`config.mk`:
```
export PLATFORM = sky130hd
export DESIGN_NAME = fifo_rr_arbiter
export DESIGN_NICKNAME = d
export VERILOG_FILES = /design/src/rtl/fifo_rr_arbiter.sv
export SDC_FILE = /design/constraint.sdc
export NUM_CORES = 1
export LEC_CHECK = 0
export BUFFER_PORTS_ARGS = -buffer_cell sky130_fd_sc_hd__clkbuf_2
export CORE_ASPECT_RATIO = 0.9
export CORE_MARGIN = 2
export CORE_UTILIZATION = 37
export DETAILED_ROUTE_END_ITERATION = 6
export MAX_ROUTING_LAYER = met4
export PLACE_DENSITY = 0.76
export SLEW_MARGIN = 5
export SYNTH_ARGS = -nofsm -noshare
export SYNTH_HDL_FRONTEND = slang
export SYNTH_SLANG_ARGS = --single-unit
```
`constraint.sdc`:
```
create_clock -name clk -period 1.8 [get_ports clk]
set_clock_uncertainty 0.2 [all_clocks]
set_input_delay 0.27 -clock clk [delete_from_list [all_inputs] [get_ports clk]]
set_output_delay 0.27 -clock clk [all_outputs]
set_load 0.02 [all_outputs]
```
`src/rtl/fifo_rr_arbiter.sv`:
```
// Round-robin read scheduler: pops one of four source FIFOs per cycle and
// pushes the returned word into a shared output FIFO one cycle later.
module fifo_rr_arbiter #(
   parameter int TAMANO_DATOS    = 10,
   parameter int NUM_FIFOS       = 4,
   parameter int TAMANO_CONTADOR = 8
) (
   input  logic                              clk,
   input  logic                              reset,
   input  logic                              init,
   input  logic [NUM_FIFOS-1:0]              fifo_empty,
   input  logic [NUM_FIFOS*TAMANO_DATOS-1:0] fifo_data_out,
   input  logic                              out_almost_full,
   input  logic                              out_full,
   output logic [NUM_FIFOS-1:0]              fifo_read_enable,
   output logic                              out_write_enable,
   output logic [TAMANO_DATOS-1:0]           out_data_in,
   output logic [1:0]                        grant_idx,
   output logic [1:0]                        state,
   output logic                              idle,
   output logic                              error,
   output logic [TAMANO_CONTADOR-1:0]        contador
);

   typedef enum logic [1:0] {
      S_RESET  = 2'b00,
      S_INIT   = 2'b01,
      S_IDLE   = 2'b10,
      S_ACTIVE = 2'b11
   } state_t;

   state_t                     r_state;
   logic [1:0]                 r_rr_ptr;
   logic [1:0]                 r_grant_p1;
   logic                       r_vld_p1;
   logic                       r_error;
   logic [TAMANO_CONTADOR-1:0] r_cnt;

   logic                       w_run;
   logic                       w_pop_vld;
   logic [1:0]                 w_pop_idx;
   logic [1:0]                 w_cand;
   logic                       w_push;
   logic                       w_all_empty;
   logic [TAMANO_DATOS-1:0]    w_slice;

   assign w_run       = (r_state == S_IDLE) || (r_state == S_ACTIVE);
   assign w_all_empty = &fifo_empty;

   // Descending scan so the candidate closest after r_rr_ptr wins.
   always_comb begin
      w_pop_vld = 1'b0;
      w_pop_idx = 2'd0;
      w_cand    = 2'd0;
      if (w_run && !out_almost_full && !init) begin
         for (int k = NUM_FIFOS; k >= 1; k--) begin
            w_cand = r_rr_ptr + 2'(k);
            if (!fifo_empty[w_cand]) begin
               w_pop_vld = 1'b1;
               w_pop_idx = w_cand;
            end
         end
      end
   end

   assign fifo_read_enable = w_pop_vld ? (NUM_FIFOS'(1) << w_pop_idx) : '0;

   // Stage p1: source data_out is valid now for the FIFO popped last cycle.
   assign w_slice          = fifo_data_out[r_grant_p1*TAMANO_DATOS +: TAMANO_DATOS];
   assign w_push           = w_run && r_vld_p1 && !out_full && !init;
   assign out_write_enable = w_push;
   assign out_data_in      = r_vld_p1 ? w_slice : '0;

   assign grant_idx = r_grant_p1;
   assign state     = r_state;
   assign idle      = (r_state == S_IDLE);
   assign error     = r_error;
   assign contador  = r_cnt;

   always_ff @(posedge clk or negedge reset) begin
      if (!reset) begin
         r_state    <= S_RESET;
         r_rr_ptr   <= 2'd3;
         r_grant_p1 <= 2'd0;
         r_vld_p1   <= 1'b0;
         r_error    <= 1'b0;
         r_cnt      <= '0;
      end else begin
         case (r_state)
            S_RESET: r_state <= S_INIT;
            S_INIT: begin
               r_state  <= S_IDLE;
               r_cnt    <= '0;
               r_error  <= 1'b0;
               r_vld_p1 <= 1'b0;
               r_rr_ptr <= 2'd3;
            end
            default: begin
               if (init) begin
                  r_state  <= S_INIT;
                  r_vld_p1 <= 1'b0;
               end else begin
                  r_vld_p1 <= w_pop_vld;
                  if (w_pop_vld) begin
                     r_rr_ptr   <= w_pop_idx;
                     r_grant_p1 <= w_pop_idx;
                  end
                  if (w_push)
                     r_cnt <= r_cnt + TAMANO_CONTADOR'(1);
                  if (r_vld_p1 && out_full)
                     r_error <= 1'b1;
                  if (r_state == S_IDLE) begin
                     if (w_pop_vld)
                        r_state <= S_ACTIVE;
                  end else if (w_all_empty && !r_vld_p1) begin
                     r_state <= S_IDLE;
                  end
               end
            end
         endcase
      end
   end

endmodule
```
==> metrics.yaml <==
status: "finished, violations left"
violations: "negative setup slack"
grt_max_degree: 17
grt.total_usage_pct: 20.66
viasPerCell: 5.069
yosysUniqueCellTypes: 35
synth_warnings: 0
post_drt_wl_per_cell_um: 13.99
syn_area_sq_um: 1151
finalInstanceArea_sq_um: 1998
synth_edf_count: 0
num_rows: 19
clock-sinks: 16
min_path_type: "in -> reg"
maxCapViolCount: 0
dp.cells: 233
insertion_delay_ps: 280
synth_top_area_cell: "dfrtp_1"
io_pins: 78
endpoint_kind: "output pin"
core_area_sq_um: 3019
cts_buffers: 3
layout-drive-gt1-share_pct: 67.32
fin_crit_ps: 2315
crit_type: "reg -> out"
cts_tree: "yes"
synth_mux_area_share_pct: 20.43
nNetsFinal: 256
netlist_instances: 108
gp_congestion: 0.8975
drc: 0
hpwl_mm: 2.525
synthArstFlopShare_pct: 100.0
finalPower_mw: 2.187
p_leak_nw: 0.9979
worst_pin_slew_ps: 469.3
max_freq_ghz: 0.4319
synthAdderAreaFrac_pct: 1.087
grt_pass1_wl_mm: 5.713
finalCritPeriodShare_pct: 128.6
slew_viol_final: 0
p_per_area_nw_per_um2: 1094
die_w_um: 62.80
port-buffer-count: 77
synth_area_leaders: "dfrtp_1 30%, mux4_2 20%, and2_1 6.0%, dfstp_2 4.6%, xor2_1 4.6%"
slew-limit-headroom_pct: 68.71
vias: 1252
finalSetupViolCount: 15
wl_mm: 3.455
synth-seq-cells: 16
die_h_um: 56.92
ir_drop_v: 0.0005680
avgSynthCellArea_sq_um: 10.66
die_area_sq_um: 3574
path_clk_slew_ps: 90
setup_ws_ps: -515.4
synth_common_cells: "14 x dfrtp_1, 12 x nor2_1, 11 x and2_1"
synth-compound-area-share_pct: 11.63
initial_core_util_pct: 38.13
placed_area_sq_um: 1695
antenna_found_initial: 0
n_antenna_cell: 0
cp.arrival_ps: 1850
synth_most_common_cell: "dfrtp_1"
synth_top_family_by_area: "simple AND/OR/NAND/NOR gates"
synth_flop_cell: "dfrtp_1"
r2r_setup_slack_ps: -60
synth_nets: 158
ctsHtreeMaxLevel: 1
ant_nets: 0
area_growth_pct: 73.59
startpoint_type: "register"
synth-xor-area-share_pct: 5.326
final-hold-violation-count: 0
final_util_pct: 66.18
yosys.area_share.simple_pct: 23.26
seq_area_frac_synth_pct: 35.00
critPathMaxFanout: 6
grt_pass1_vias: 1317
drtIter0Drc: 36
cts_root_buf: "clkbuf_4"
rsz0062_at_grt: "true"
final_cells: 247
worstPathRequired_ps: 1330
cts_buffer_depth: 2
overflow: 0
synth_top_area_share_pct: 30.43
first_pass_iters: 4
## metrics by stage
| step | setup slack [ps] | setup TNS, ps | hold WS, ps |
|---|---|---|---|
| after floorplan | -83.17 | -256.3 | -225.6 |
| after global placement | -152.1 | -1464 | 3.905 |
| after detailed placement | -239.9 | -1952 | 14.63 |
| after CTS | -504.0 | -5047 | 7.167 |
| after global routing | -612.7 | -5927 | 15.88 |
| final | -515.4 | -4883 | 13.84 |
## registers in the layout, summed over array words and instances, names as in the netlist
register / cells
r_rr_ptr: 2
contador: 8
grant_idx: 2
r_vld_p1: 1
error: 1
state: 2
## cell usage in the layout (no fill, tap or decap), types with 2 or more instances in the layout
cell type	synthesis	final
and2_4	0	10
buf_4	0	18
xor2_1	6	6
nand2_1	5	5
and2_2	2	2
dfrtp_1	14	13
and3_1	2	2
inv_1	4	4
dfstp_2	2	2
buf_6	0	3
buf_8	0	10
clkbuf_4	0	3
nand4_1	5	5
a21oi_2	0	2
nor2b_2	0	2
mux4_2	10	10
clkbuf_2	0	65
nor2_1	12	12
a21oi_1	5	3
a2111oi_4	0	2
## cell type report
| cell class | instances | area (sq um) |
|---|---|---|
| inverter | 4 | 15.01 |
| multi-input combinational | 83 | 829.5 |
| fill | 244 | 1021 |
| tap | 42 | 52.55 |
| timing repair buffer | 98 | 668.1 |
| clock buffer | 4 | 26.28 |
| sequential | 16 | 406.6 |
## critical path, cell delays in order, from the launching register on
cell,delay (ps)
dfstp_2,580
and2b_1,210
a2111oi_4,300
a21oi_2,120
nor3_4,180
clkbuf_8,160
## layer usage
metal	routed length, um	track usage, %	up-vias
li1	-	-	592
met1	1346	22.41	603
met2	1856	37.63	55
met3	242	4.208	2
met4	8	7.302	0
met5	0	-	-
## worst paths after layout
path | from | end | cells past startpoint
setup / recovery | r_rr_ptr[1] | fifo_read_enable[0] | 5
hold / removal | init | state[1] | 2
setup reg to reg | r_rr_ptr[1] | r_rr_ptr[1] | 5
hold reg to reg | error | error | 2
max in group asynchronous | reset | grant_idx[0] | 2
min in group asynchronous | reset | contador[7] | 2
## timing repair
action / 4_1_cts / 5_1_grt
resized for setup: 39 / 17
endpoints found under the hold margin: 14 / 0
hold buffers: 1 / 0
pin swaps: 11 / 2
buffers inserted: 7 / 3
endpoints found under the setup margin: 17 / 19
## cell families after synthesis
family                   Yosys count
flip-flops                        16
XOR/XNOR                           7
AND/OR/NAND/NOR                   47
multiplexers                      11
AO/OA/AOI/OAI                     17
adder cells (fa/ha/maj)            1
buffers and inverters              9
## power by group
| group | internal [mW] | leakage, nW | switching, mW |
|---|---|---|---|
| registers | 0.457 | 0.205 | 0.122 |
| logic | 0.787 | 0.778 | 0.623 |
| clock network | 0.0859 | 0.0150 | 0.112 |
Power figures use the tool's default switching activity.
